### src/rtl/cdb_arbiter_pkg.sv
// -----------------------------------------------------------------------------
// cdb_arbiter_pkg
// Shared Tomasulo definitions used by the reservation stations and the common
// data bus (CDB) arbiter: requester count and indices, the reserved
// "no producer" tag, CDB payload field widths and a small helper.
// -----------------------------------------------------------------------------
package cdb_arbiter_pkg;

    // Number of functional units competing for the CDB.
    localparam int CDB_NUM_REQ   = 4;

    // Requester indices on the arbiter's request vector.
    localparam int REQ_ADD_RS    = 0;
    localparam int REQ_MULDIV_RS = 1;
    localparam int REQ_LSU       = 2;
    localparam int REQ_LOGIC_RS  = 3;

    // CDB payload field widths.
    localparam int CDB_TAG_W     = 5;
    localparam int CDB_VAL_W     = 32;
    localparam int CDB_FLAGS_W   = 4;
    localparam int CDB_CNT_W     = 16;

    // Tag value that names no producer; a result carrying it is never broadcast.
    localparam logic [CDB_TAG_W-1:0] CDB_INVALID_TAG = 5'b11111;

    // One CDB transfer as registered by the arbiter.
    typedef struct packed {
        logic [CDB_TAG_W-1:0]   tag;
        logic [CDB_VAL_W-1:0]   val;
        logic [CDB_FLAGS_W-1:0] flags;
        logic                   icc_write;
    } cdb_payload_t;

    // True when two or more bits of the vector are set.
    function automatic logic multi_hot(input logic [31:0] vec);
        return ((vec & (vec - 32'd1)) != 32'd0);
    endfunction

endpackage

### src/rtl/cdb_arbiter_rr_picker.sv
// -----------------------------------------------------------------------------
// rr_picker
// Combinational round-robin picker. Searches the eligible vector starting at
// index ptr, ascending and wrapping, and returns the first hit one-hot.
// Ports:
//   eligible [NUM_REQ]  candidates for this cycle
//   ptr      [PTR_W]    first index to examine (must be < NUM_REQ)
//   winner   [NUM_REQ]  one-hot winner, all zero when nothing is eligible
// -----------------------------------------------------------------------------
module rr_picker #(
    parameter int NUM_REQ = 4,
    parameter int PTR_W   = 2
) (
    input  logic [NUM_REQ-1:0] eligible,
    input  logic [PTR_W-1:0]   ptr,
    output logic [NUM_REQ-1:0] winner
);

    logic [PTR_W-1:0] idx_s;
    logic             found_s;
    logic             hit_s;

    // Walk the ring once from ptr; each slot is visited exactly once, so the
    // first eligible slot is the only one that can raise its winner bit.
    always_comb begin
        winner  = '0;
        found_s = 1'b0;
        idx_s   = '0;
        hit_s   = 1'b0;
        for (int off = 0; off < NUM_REQ; off++) begin
            idx_s         = PTR_W'((int'(ptr) + off) % NUM_REQ);
            hit_s         = eligible[idx_s] & ~found_s;
            winner[idx_s] = hit_s;
            found_s       = found_s | hit_s;
        end
    end

endmodule

### src/rtl/cdb_arbiter.sv
// -----------------------------------------------------------------------------
// cdb_arbiter
// Round-robin arbiter for the Tomasulo common data bus. Each cycle at most one
// requesting functional unit is granted; its result is registered onto the CDB
// one cycle after the request is sampled. A unit granted on one edge is masked
// on the next edge so its own still-high request is not served twice.
// Ports:
//   clk, in_reset          clock, synchronous active-high reset
//   in_req[NUM_REQ]        level requests, held until granted
//   in_tag/in_val/in_ICC_flags/in_ICC_write   per-unit result payload
//   in_CDB_hold            downstream stall, blocks new grants
//   out_grant              one-hot grant pulse to the winner
//   out_CDB_broadcast      CDB valid pulse
//   out_CDB_tag/out_CDB_val/out_ICC_flags/out_ICC_write   CDB payload
//   out_bad_tag            winner carried INVALID_TAG (grant without broadcast)
//   out_conflict_cnt       saturating count of contended arbitration cycles
// -----------------------------------------------------------------------------
module cdb_arbiter
    import cdb_arbiter_pkg::*;
#(
    parameter int                   NUM_REQ     = CDB_NUM_REQ,
    parameter logic [CDB_TAG_W-1:0] INVALID_TAG = CDB_INVALID_TAG
) (
    input  logic                                   clk,
    input  logic                                   in_reset,
    input  logic [NUM_REQ-1:0]                     in_req,
    input  logic [NUM_REQ-1:0][CDB_TAG_W-1:0]      in_tag,
    input  logic [NUM_REQ-1:0][CDB_VAL_W-1:0]      in_val,
    input  logic [NUM_REQ-1:0][CDB_FLAGS_W-1:0]    in_ICC_flags,
    input  logic [NUM_REQ-1:0]                     in_ICC_write,
    input  logic                                   in_CDB_hold,
    output logic [NUM_REQ-1:0]                     out_grant,
    output logic                                   out_CDB_broadcast,
    output logic [CDB_TAG_W-1:0]                   out_CDB_tag,
    output logic [CDB_VAL_W-1:0]                   out_CDB_val,
    output logic [CDB_FLAGS_W-1:0]                 out_ICC_flags,
    output logic                                   out_ICC_write,
    output logic                                   out_bad_tag,
    output logic [CDB_CNT_W-1:0]                   out_conflict_cnt
);

    localparam int PTR_W = (NUM_REQ > 1) ? $clog2(NUM_REQ) : 1;

    logic [NUM_REQ-1:0]     grant_r;
    logic                   bcast_r;
    logic                   bad_tag_r;
    cdb_payload_t           payload_r;
    logic [PTR_W-1:0]       ptr_r;
    logic [CDB_CNT_W-1:0]   cnt_r;

    logic [NUM_REQ-1:0]     eligible_s;
    logic [NUM_REQ-1:0]     winner_s;
    logic [PTR_W-1:0]       winner_idx_s;
    logic [PTR_W-1:0]       next_ptr_s;
    logic [CDB_TAG_W-1:0]   win_tag_s;
    logic [CDB_VAL_W-1:0]   win_val_s;
    logic [CDB_FLAGS_W-1:0] win_flags_s;
    logic                   win_wr_s;
    logic                   grant_now_s;
    logic                   conflict_s;
    logic                   win_bad_s;

    // The unit granted last cycle still holds its request this cycle.
    assign eligible_s = in_req & ~grant_r;

    rr_picker #(
        .NUM_REQ (NUM_REQ),
        .PTR_W   (PTR_W)
    ) u_picker (
        .eligible (eligible_s),
        .ptr      (ptr_r),
        .winner   (winner_s)
    );

    // One-hot winner to index and payload mux (AND-OR over a one-hot select).
    always_comb begin
        winner_idx_s = '0;
        win_tag_s    = '0;
        win_val_s    = '0;
        win_flags_s  = '0;
        win_wr_s     = 1'b0;
        for (int i = 0; i < NUM_REQ; i++) begin
            winner_idx_s = winner_idx_s | (winner_s[i] ? PTR_W'(i) : PTR_W'(0));
            win_tag_s    = win_tag_s    | ({CDB_TAG_W{winner_s[i]}}   & in_tag[i]);
            win_val_s    = win_val_s    | ({CDB_VAL_W{winner_s[i]}}   & in_val[i]);
            win_flags_s  = win_flags_s  | ({CDB_FLAGS_W{winner_s[i]}} & in_ICC_flags[i]);
            win_wr_s     = win_wr_s     | (winner_s[i] & in_ICC_write[i]);
        end
    end

    // Grant decision, contention detect and pointer advance past the winner.
    always_comb begin
        grant_now_s = (in_CDB_hold == 1'b0) && (eligible_s != '0);
        conflict_s  = grant_now_s && multi_hot(32'(eligible_s));
        win_bad_s   = (win_tag_s == INVALID_TAG);
        if (winner_idx_s == PTR_W'(NUM_REQ - 1)) begin
            next_ptr_s = '0;
        end else begin
            next_ptr_s = winner_idx_s + PTR_W'(1);
        end
    end

    // Grant, broadcast and payload registers; payload holds when nothing is sent.
    always_ff @(posedge clk) begin
        if (in_reset) begin
            grant_r             <= '0;
            bcast_r             <= 1'b0;
            bad_tag_r           <= 1'b0;
            ptr_r               <= '0;
            payload_r.tag       <= INVALID_TAG;
            payload_r.val       <= '0;
            payload_r.flags     <= '0;
            payload_r.icc_write <= 1'b0;
        end else if (grant_now_s) begin
            grant_r <= winner_s;
            ptr_r   <= next_ptr_s;
            if (win_bad_s) begin
                // Unit frees its entry, but the tag must not reach consumers.
                bcast_r   <= 1'b0;
                bad_tag_r <= 1'b1;
            end else begin
                bcast_r             <= 1'b1;
                bad_tag_r           <= 1'b0;
                payload_r.tag       <= win_tag_s;
                payload_r.val       <= win_val_s;
                payload_r.flags     <= win_flags_s;
                payload_r.icc_write <= win_wr_s;
            end
        end else begin
            grant_r   <= '0;
            bcast_r   <= 1'b0;
            bad_tag_r <= 1'b0;
        end
    end

    // Saturating count of arbitration cycles with competing eligible units.
    always_ff @(posedge clk) begin
        if (in_reset) begin
            cnt_r <= '0;
        end else if (conflict_s && (cnt_r != 16'hFFFF)) begin
            cnt_r <= cnt_r + 16'd1;
        end else begin
            cnt_r <= cnt_r;
        end
    end

    assign out_grant         = grant_r;
    assign out_CDB_broadcast = bcast_r;
    assign out_bad_tag       = bad_tag_r;
    assign out_CDB_tag       = payload_r.tag;
    assign out_CDB_val       = payload_r.val;
    assign out_ICC_flags     = payload_r.flags;
    assign out_ICC_write     = payload_r.icc_write;
    assign out_conflict_cnt  = cnt_r;

endmodule
### config.mk
export PLATFORM = sky130hd
export DESIGN_NAME = cdb_arbiter
export DESIGN_NICKNAME = d
export VERILOG_FILES = /design/src/rtl/cdb_arbiter_pkg.sv /design/src/rtl/cdb_arbiter_rr_picker.sv /design/src/rtl/cdb_arbiter.sv
export SDC_FILE = /design/constraint.sdc
export NUM_CORES = 1
export LEC_CHECK = 0
export CAP_MARGIN = 10
export CORE_ASPECT_RATIO = 0.8
export CORE_MARGIN = 2
export CORE_UTILIZATION = 30
export CTS_BUF_LIST = sky130_fd_sc_hd__clkbuf_8
export DETAILED_ROUTE_END_ITERATION = 8
export GPL_TIMING_DRIVEN = 1
export PLACE_DENSITY = 0.68
export SETUP_SLACK_MARGIN = 0.15
export SLEW_MARGIN = 20
export SYNTH_ARGS = -nofsm -noshare
export SYNTH_HDL_FRONTEND = slang
export SYNTH_SLANG_ARGS = --single-unit
### constraint.sdc
create_clock -name clk -period 3.4 [get_ports clk]
set_input_delay 0.68 -clock clk [delete_from_list [all_inputs] [get_ports clk]]
set_output_delay 0.68 -clock clk [all_outputs]
set_load 0.02 [all_outputs]
==> results of run 1 <==
==> Yosys cell counts (8+ instances only) <==
cell	number
sky130_fd_sc_hd__dfxtp_1	66
sky130_fd_sc_hd__nand2_1	50
sky130_fd_sc_hd__inv_1	44
sky130_fd_sc_hd__and3_1	43
sky130_fd_sc_hd__a222oi_1	38
sky130_fd_sc_hd__a221oi_2	30
sky130_fd_sc_hd__nor2_1	29
sky130_fd_sc_hd__nand3_1	24
sky130_fd_sc_hd__clkbuf_1	23
sky130_fd_sc_hd__nor3_1	10
sky130_fd_sc_hd__xor2_1	10
sky130_fd_sc_hd__ha_1	8
==> metrics by stage <==
stage / std cells / util
after floorplan: 482 / -
after global placement: 908 / 0.520
after detailed placement: 908 / 0.520
after CTS: 944 / 0.559
after global routing: 954 / 0.578
final: 954 / 0.578
==> power by group through the flow <==
stage	Sequential, W	Clock [W]	Combinational (W)
after floorplan	0.00136	0	0.00180
after global placement	0.00111	0	0.00338
after detailed placement	0.00112	0	0.00343
after CTS	0.00111	0.000681	0.00368
after global routing	0.00113	0.000709	0.00418
final	0.00111	0.000654	0.00387
==> cell type report <==
cell class / count / area [um^2]
fill: 1211 / 5700
multi-input combinational: 333 / 2660
clock buffer: 9 / 124
tap: 180 / 225
clock inverter: 7 / 71.3
timing repair buffer: 314 / 3230
inverter: 45 / 169
sequential: 66 / 1330
==> worst paths after layout <==
kind	end	cells past startpoint	slack (ps)
worst max-delay path	out_CDB_val[9]$_SDFFE_PP0P_	15	-60
worst min-delay path	out_CDB_val[10]$_SDFFE_PP0P_	2	470
worst max register to register	out_CDB_val[9]$_SDFFE_PP0P_	15	-50
worst min register to register	out_CDB_val[10]$_SDFFE_PP0P_	2	470
==> flip-flops by register name (all words and copies together) (netlist names) <==
| name | flops |
|---|---|
| out_CDB_broadcast | 1 |
| out_CDB_tag | 5 |
| out_CDB_val | 32 |
| out_ICC_flags | 4 |
| out_ICC_write | 1 |
| out_bad_tag | 1 |
| out_conflict_cnt | 16 |
| out_grant | 4 |
| ptr_r | 2 |
==> what timing repair did <==
| item | in CTS | in global routing |
|---|---|---|
| gates cloned | 3 | 5 |
| buffers inserted | 17 | 5 |
| endpoints found under the setup margin | 43 | 39 |
| hold endpoints to repair | 0 | 0 |
| pin swaps | 9 | 31 |
| gates resized for setup | 39 | 20 |
==> placed cells by master (no fill, tap or decap), types with 3 or more instances in the layout <==
cell	instances
sky130_fd_sc_hd__buf_4	50
sky130_fd_sc_hd__nand2b_1	6
sky130_fd_sc_hd__nand2_1	50
sky130_fd_sc_hd__nand3b_1	5
sky130_fd_sc_hd__a222oi_1	38
sky130_fd_sc_hd__nand3_1	23
sky130_fd_sc_hd__buf_12	9
sky130_fd_sc_hd__buf_6	12
sky130_fd_sc_hd__xor2_1	10
sky130_fd_sc_hd__and2_1	3
sky130_fd_sc_hd__o211ai_1	3
sky130_fd_sc_hd__and4_1	4
sky130_fd_sc_hd__a221oi_1	4
sky130_fd_sc_hd__nor2b_4	4
sky130_fd_sc_hd__o21ai_0	6
sky130_fd_sc_hd__clkbuf_8	9
sky130_fd_sc_hd__nor3_1	8
sky130_fd_sc_hd__buf_16	3
sky130_fd_sc_hd__clkbuf_16	4
sky130_fd_sc_hd__and3_1	43
sky130_fd_sc_hd__o32a_1	3
sky130_fd_sc_hd__xnor2_1	5
sky130_fd_sc_hd__a221oi_2	31
sky130_fd_sc_hd__inv_1	44
sky130_fd_sc_hd__a21oi_1	6
sky130_fd_sc_hd__clkdlybuf4s50_1	233
sky130_fd_sc_hd__dfxtp_1	64
sky130_fd_sc_hd__ha_1	7
sky130_fd_sc_hd__nor2_1	29
==> metal layers <==
metal	vias up	track usage	part of all wire
met4	0	0.0491	0.0095
met2	203	0.369	0.49
met1	2318	0.256	0.42
met3	9	0.0563	0.080
met5	-	0	0
li1	2399	-	-
==> worst register-to-register path: stages, from the launching register on <==
cell	delay, ps
sky130_fd_sc_hd__dfxtp_2	330
sky130_fd_sc_hd__inv_2	80
sky130_fd_sc_hd__buf_6	110
sky130_fd_sc_hd__mux4_2	560
sky130_fd_sc_hd__nand2_1	90
sky130_fd_sc_hd__or4bb_4	480
sky130_fd_sc_hd__or2_4	250
sky130_fd_sc_hd__a222oi_1	300
sky130_fd_sc_hd__buf_4	190
sky130_fd_sc_hd__a211o_4	140
sky130_fd_sc_hd__o21ai_4	60
sky130_fd_sc_hd__buf_12	150
sky130_fd_sc_hd__buf_12	120
sky130_fd_sc_hd__buf_12	120
sky130_fd_sc_hd__buf_16	130
sky130_fd_sc_hd__a221oi_2	270
==> kinds of logic after synthesis <==
family	share of synthesized area
simple gates	0.234
compound gates	0.292
buf+inv	0.0831
flops	0.319
xor+xnor	0.0317
fa+ha+maj	0.0242
mux	0.0157
==> results.md, run 1 <==
* Unrepaired setup endpoints after global routing: true
* Input/output buffers at around 240
* GR Util All Layers at 0.209
* Synthesis warning total at 0
* Transition time at the pin with the least slew margin at between 500 and 600 ps
* Cell area reported after detailed placement at 7020 um^2
* Dominant cells by area after synthesis: sky130_fd_sc_hd__dfxtp_1 (32%), sky130_fd_sc_hd__a221oi_2 (11%), sky130_fd_sc_hd__a222oi_1 (9.2%)
* Max Buffers Root-to-Sink at 2
* Vias in the first global route at slightly below 5000
* Achievable clock frequency at just under 300 MHz
* Routed via count at slightly below 5000
* Launch instance of the worst min-delay path: out_CDB_val[10]$_SDFFE_PP0P_
* Logic pwr share at 0.688
* Final ANT Viol Nets at 0
* Avg Synthesized Cell Area at ~8.6 um^2
* Average wire length per cell after detail routing at 17.3 um
* Switching power of the nets at 0.00240 W
* Violations in the final reports: negative setup slack
* Detailed Place HPWL at around 12 mm
* Tot Pwr at between 0.005 and 0.006 W
* Most common cell on crit path: sky130_fd_sc_hd__buf_12
* Post-detailed-route via-to-cell ratio at 5.17
* Total Nets Final at 952
* First drt pass iteration count at 6
* Final Hold Violating Endpoints at 0
* Starting Density at 0.307
* Largest incremental delay on the critical path at 530 ps
* Reg clk slew, reported paths at approximately 70 ps
* Die X-Extent at roughly 140 um
* Number of hold buffers added after CTS at 0
* Final critical delay including setup and external delays at between 3000 and 4000 ps
* Total inserted antenna cells at 0
* Level count of the clock H-tree at 3
* Worst relative slew slack at 0.643
* Count of buffering cells on the critical path with inverters included at 6
* Total Routed Length at between 15 and 20 mm
* Kind of end point of the critical path: flip-flop
* Remaining global-route overflow at 0
* Synthesis-stage register bit count at 66
* Sort of element at the start of the critical path: input port
* Floorplan row count at 38
* Number of remaining DRC errors at 0
* Pins over their slew limit at 0
* Power density normalized to cell area at 722 nW/um^2
* Share of synthesized registers carrying an async set or reset at 0
* Start point of the critical path: in_req[0]
* Worst EP arrival at about 3700 ps
* RR Startpoint: ptr_r[1]$_SDFFE_PP0P_
* Die ar. at between 10000 and 15000 um^2
* Setup Slack @ Placement at -588 ps
* Final total negative setup slack at -67.9 ps
* Post-route cell area at about 8000 um^2
* Syn Std Cell Area at slightly above 4000 um^2
* Chip height at 109 um
* Final setup violation count at 4
* Cell accounting for the most synthesized area: sky130_fd_sc_hd__dfxtp_1
* Leakage power total at 3.05 nW
* Final clock period utilization by the worst path at 1.02
* Clk sink count at 66
* Maximum resistive drop on vdd at between 300 and 400 uV
* Internal power at 0.00323 W
* Maximum Capacitance Violations at 0
* TritonCTS clock tree: done
* Min-delay worst type: flip-flop to flip-flop
* Flip-flop cell with the highest count after synthesis: sky130_fd_sc_hd__dfxtp_1
* Fraction of synthesized cell area taken by the top area cell type at 0.319
* Clock Skews at approximately 8 ps
* First-pass GRT wire length at 24.4 mm
* Count of cell types in the netlist at 49
* Switching share of total power at 0.427
* Cell at the root of the clock tree: sky130_fd_sc_hd__clkbuf_8
* Outcome: complete, but fails checks
* Layout overhead on the synthesized area at 88.5%
* Core outline area at 13500 um^2
* Critical path data required time at 3660 ps
* Fraction of the yosys area taken by sequential cells at 0.319
* Count of routing violations after the opening detailed-route iteration at roughly 440
* Fraction of layout cells with a size suffix above 1 at 0.202
* Crit-path leading delay family: simple AND/OR/NAND/NOR gates
* Gp weighted congestion at around 0.87
* Number of standard cells after synthesis at a little under 500
* Worst setup margin at -61.8 ps
* Antenna violations before repair at 0
* Slowest cell on the critical path: sky130_fd_sc_hd__mux4_2
* Pin count of the biggest net entering global routing at 40
* Clock power share at 0.116
* Share of power burned in registers at 0.196
* Critical Path, Cell by Cell: buf_2 -> nor2b_4 -> mux4_2 -> nand2_1 -> or4bb_4 -> or2_4 -> a222oi_1 -> buf_4 -> a211o_4 -> o21ai_4 -> buf_12 -> buf_12 -> buf_12 -> buf_16 -> a221oi_2
* Category of the critical setup timing path: input port to flip-flop
* Number of buffers inserted during clock tree synthesis at 9
* Synth Net Count at around 670
* Critical-path maximum fanout at 5
* Clk_lat worst skew at approximately 350 ps
* Worst Hold Margin at 469 ps
* Number of enable flip-flop cells after synthesis at 0
* Ports placed on the boundary at 239
Power figures use the tool's default switching activity.
==> run 2, diff against run 1 <==
CORE_MARGIN = 3   (was 2)
==> results.md, run 2 (synthesis gave the netlist of run 1 again) <==
* Count of routing violations after the opening detailed-route iteration at 439 (was 442)
* Cell at the root of the clock tree: sky130_fd_sc_hd__clkbuf_8 (unchanged)
* Max Buffers Root-to-Sink at 2 (unchanged)
* Leading cell type in the layout, fill and taps excluded: sky130_fd_sc_hd__clkdlybuf4s50_1 (unchanged)
* Fraction of layout cells with a size suffix above 1 at 0.201 (was 0.202)
* Post-detailed-route via-to-cell ratio at 5.31 (was 5.17)
* Maximum Capacitance Violations at 0 (unchanged)
* Outcome: finished, final reports clean (was complete, but fails checks)
* Number of hold buffers added after CTS at 0 (unchanged)
* Core outline area at 13200 um^2 (was 13500 um^2)
* Pin count of the biggest net entering global routing at 46 (was 40)
* Final Hold Violating Endpoints at 0 (unchanged)
* Total Routed Length at 17.0 mm (was 16.5 mm)
* Reg clk slew, reported paths at 70 ps (about the same)
* Gp weighted congestion at 0.851 (was 0.871)
* Power density normalized to cell area at 753 nW/um^2 (was 722 nW/um^2)
* Floorplan row count at 37 (was 38)
* Total Nets Final at 939 (was 952)
* Die ar. at 15300 um^2 (was 14800 um^2)
* Starting Density at 0.314 (was 0.307)
* Antenna violations before repair at 0 (unchanged)
* Number of buffers inserted during clock tree synthesis at 9 (unchanged)
* Average wire length per cell after detail routing at 18.2 um (was 17.3 um)
* Final ANT Viol Nets at 0 (unchanged)
* Worst EP arrival at 3550 ps (was 3720 ps)
* Maximum resistive drop on vdd at 477 uV (was 397 uV)
* Critical path data required time at 3640 ps (was 3660 ps)
* Final total negative setup slack at 0 ps (was -67.9 ps)
* Kind of end point of the critical path: flip-flop (unchanged)
* Max reg flops at 32 (unchanged)
* GR Util All Layers at 0.213 (was 0.209)
* Sort of element at the start of the critical path: input port (unchanged)
* Min-delay worst type: flip-flop to flip-flop (unchanged)
* Pins over their slew limit at 0 (unchanged)
* Total inserted antenna cells at 0 (unchanged)
* Critical-path maximum fanout at 8 (was 5)
* Leakage power total at 2.95 nW (was 3.05 nW)
* Number of remaining DRC errors at 0 (unchanged)
* Ports placed on the boundary at 239 (unchanged)
* Category of the critical setup timing path: input port to flip-flop (unchanged)
* Clk sink count at 66 (unchanged)
* Final critical delay including setup and external delays at 3300 ps (was 3460 ps)
* Level count of the clock H-tree at 3 (unchanged)
* First drt pass iteration count at 8 (was 6)
* Unrepaired setup endpoints after global routing: true (unchanged)
* Remaining global-route overflow at 0 (unchanged)
* Final setup violation count at 0 (was 4)
* Input/output buffers at 238 (unchanged)
* Die X-Extent at 137 um (was 135 um)
* Layout overhead on the synthesized area at 84.5% (was 88.5%)
* Worst relative slew slack at 0.301 (was 0.643)
* Achievable clock frequency at 303 MHz (was 289 MHz)
* Routed via count at 4970 (was 4929)
* Vias in the first global route at 4994 (was 4893)
* Clk_lat worst skew at 340 ps (was 350 ps)
* Final clock period utilization by the worst path at 0.971 (was 1.02)
* Chip height at 111 um (was 109 um)
* First-pass GRT wire length at 25.9 mm (was 24.4 mm)
* Clock Skews at 10.6 ps (was 8.08 ps)
* Worst Hold Margin at 465 ps (was 469 ps)
* Most used cells in the layout excluding fill and tap cells: sky130_fd_sc_hd__clkdlybuf4s50_1 (233), sky130_fd_sc_hd__dfxtp_1 (64), sky130_fd_sc_hd__buf_4 (51) (was sky130_fd_sc_hd__clkdlybuf4s50_1 (233), sky130_fd_sc_hd__dfxtp_1 (64), sky130_fd_sc_hd__nand2_1 (50), sky130_fd_sc_hd__buf_4 (50), sky130_fd_sc_hd__inv_1 (44))
* Detailed Place HPWL at 12.5 mm (was 11.9 mm)
* Filler cells at 1148 (was 1211)
* Tot Pwr at 0.00575 W (was 0.00563 W)
* TritonCTS clock tree: done (unchanged)
* Transition time at the pin with the least slew margin at 1050 ps (was 535 ps)
==> run 2: changes by cell type in the layout (fill, tap and decap cells not counted), sizes merged <==
cell,before,now
buf,77,67
bufbuf,0,1
bufinv,1,2
clkbuf,13,10
clkinv,3,1
==> run 2: layer usage <==
metal,vias to the layer above,share of wire,GRT usage
met5,-,0,0
met4,0,0.010,0.0445
met3,16,0.081,0.0617
met2,214,0.48,0.366
met1,2360,0.43,0.262
li1,2380,-,-
==> run 2: critical path: stages <==
cell and delay, ps:
sky130_fd_sc_hd__buf_6 90, sky130_fd_sc_hd__nor2b_4 120, sky130_fd_sc_hd__mux4_2 570, sky130_fd_sc_hd__nand2_1 110, sky130_fd_sc_hd__or4bb_4 480, sky130_fd_sc_hd__or2_4 260
sky130_fd_sc_hd__a222oi_1 240, sky130_fd_sc_hd__buf_4 190, sky130_fd_sc_hd__a211o_4 140, sky130_fd_sc_hd__o21ai_4 90, sky130_fd_sc_hd__buf_12 180, sky130_fd_sc_hd__buf_12 140
sky130_fd_sc_hd__a221oi_4 250
==> run 2: area by class of cell <==
cell class,count,area (um^2),area share
multi-input combinational,333,2700,0.354
timing repair buffer,301,2990,0.392
inverter,45,171,0.0224
tap,175,219,0.0287
sequential,66,1330,0.174
clock inverter,6,88.8,0.0116
clock buffer,10,138,0.0180
==> run 2: metrics by stage <==
step	utilization	area (um^2)	worst slack [ps]	cells
2_1_floorplan	-	4210	23.5	482
3_3_place_gp	0.533	7030	-445	903
3_5_place_dp	0.533	7030	-555	903
4_1_cts	0.572	7550	133	934
5_1_grt	0.579	7640	9.88	936
6_report	0.579	7640	97.2	936
==> run 2: final timing paths <==
| kind | end | slack (ps) | start | depth (start not counted) |
|---|---|---|---|---|
| worst max-delay path | out_CDB_val[2]$_SDFFE_PP0P_ | 100 | in_req[1] | 13 |
| worst min-delay path | out_CDB_val[1]$_SDFFE_PP0P_ | 470 | out_CDB_val[1]$_SDFFE_PP0P_ | 2 |
| worst max register to register | out_CDB_val[2]$_SDFFE_PP0P_ | 110 | ptr_r[1]$_SDFFE_PP0P_ | 13 |
| worst min register to register | out_CDB_val[1]$_SDFFE_PP0P_ | 470 | out_CDB_val[1]$_SDFFE_PP0P_ | 2 |
==> run 2: repair_timing <==
action	CTS	global route
endpoints found under the setup margin	41	41
cloned	3	0
gates resized for setup	42	18
pin swaps	13	11
buffers inserted	12	2
==> run 2: power breakdown <==
part / internal (W) / switching (W) / total [W]
combinational: 0.00189 / 0.00199 / 0.00388
clock: 0.000434 / 0.000328 / 0.000763
sequential: 0.000984 / 0.000125 / 0.00111
==> run 3, diff against run 2 <==
CTS_CLUSTER_DIAMETER = 50   (was not set)
SLEW_MARGIN = not set   (was 20)
==> results of run 3 <==
No change in the layout: final DEF, timing and power equal those of run 2.
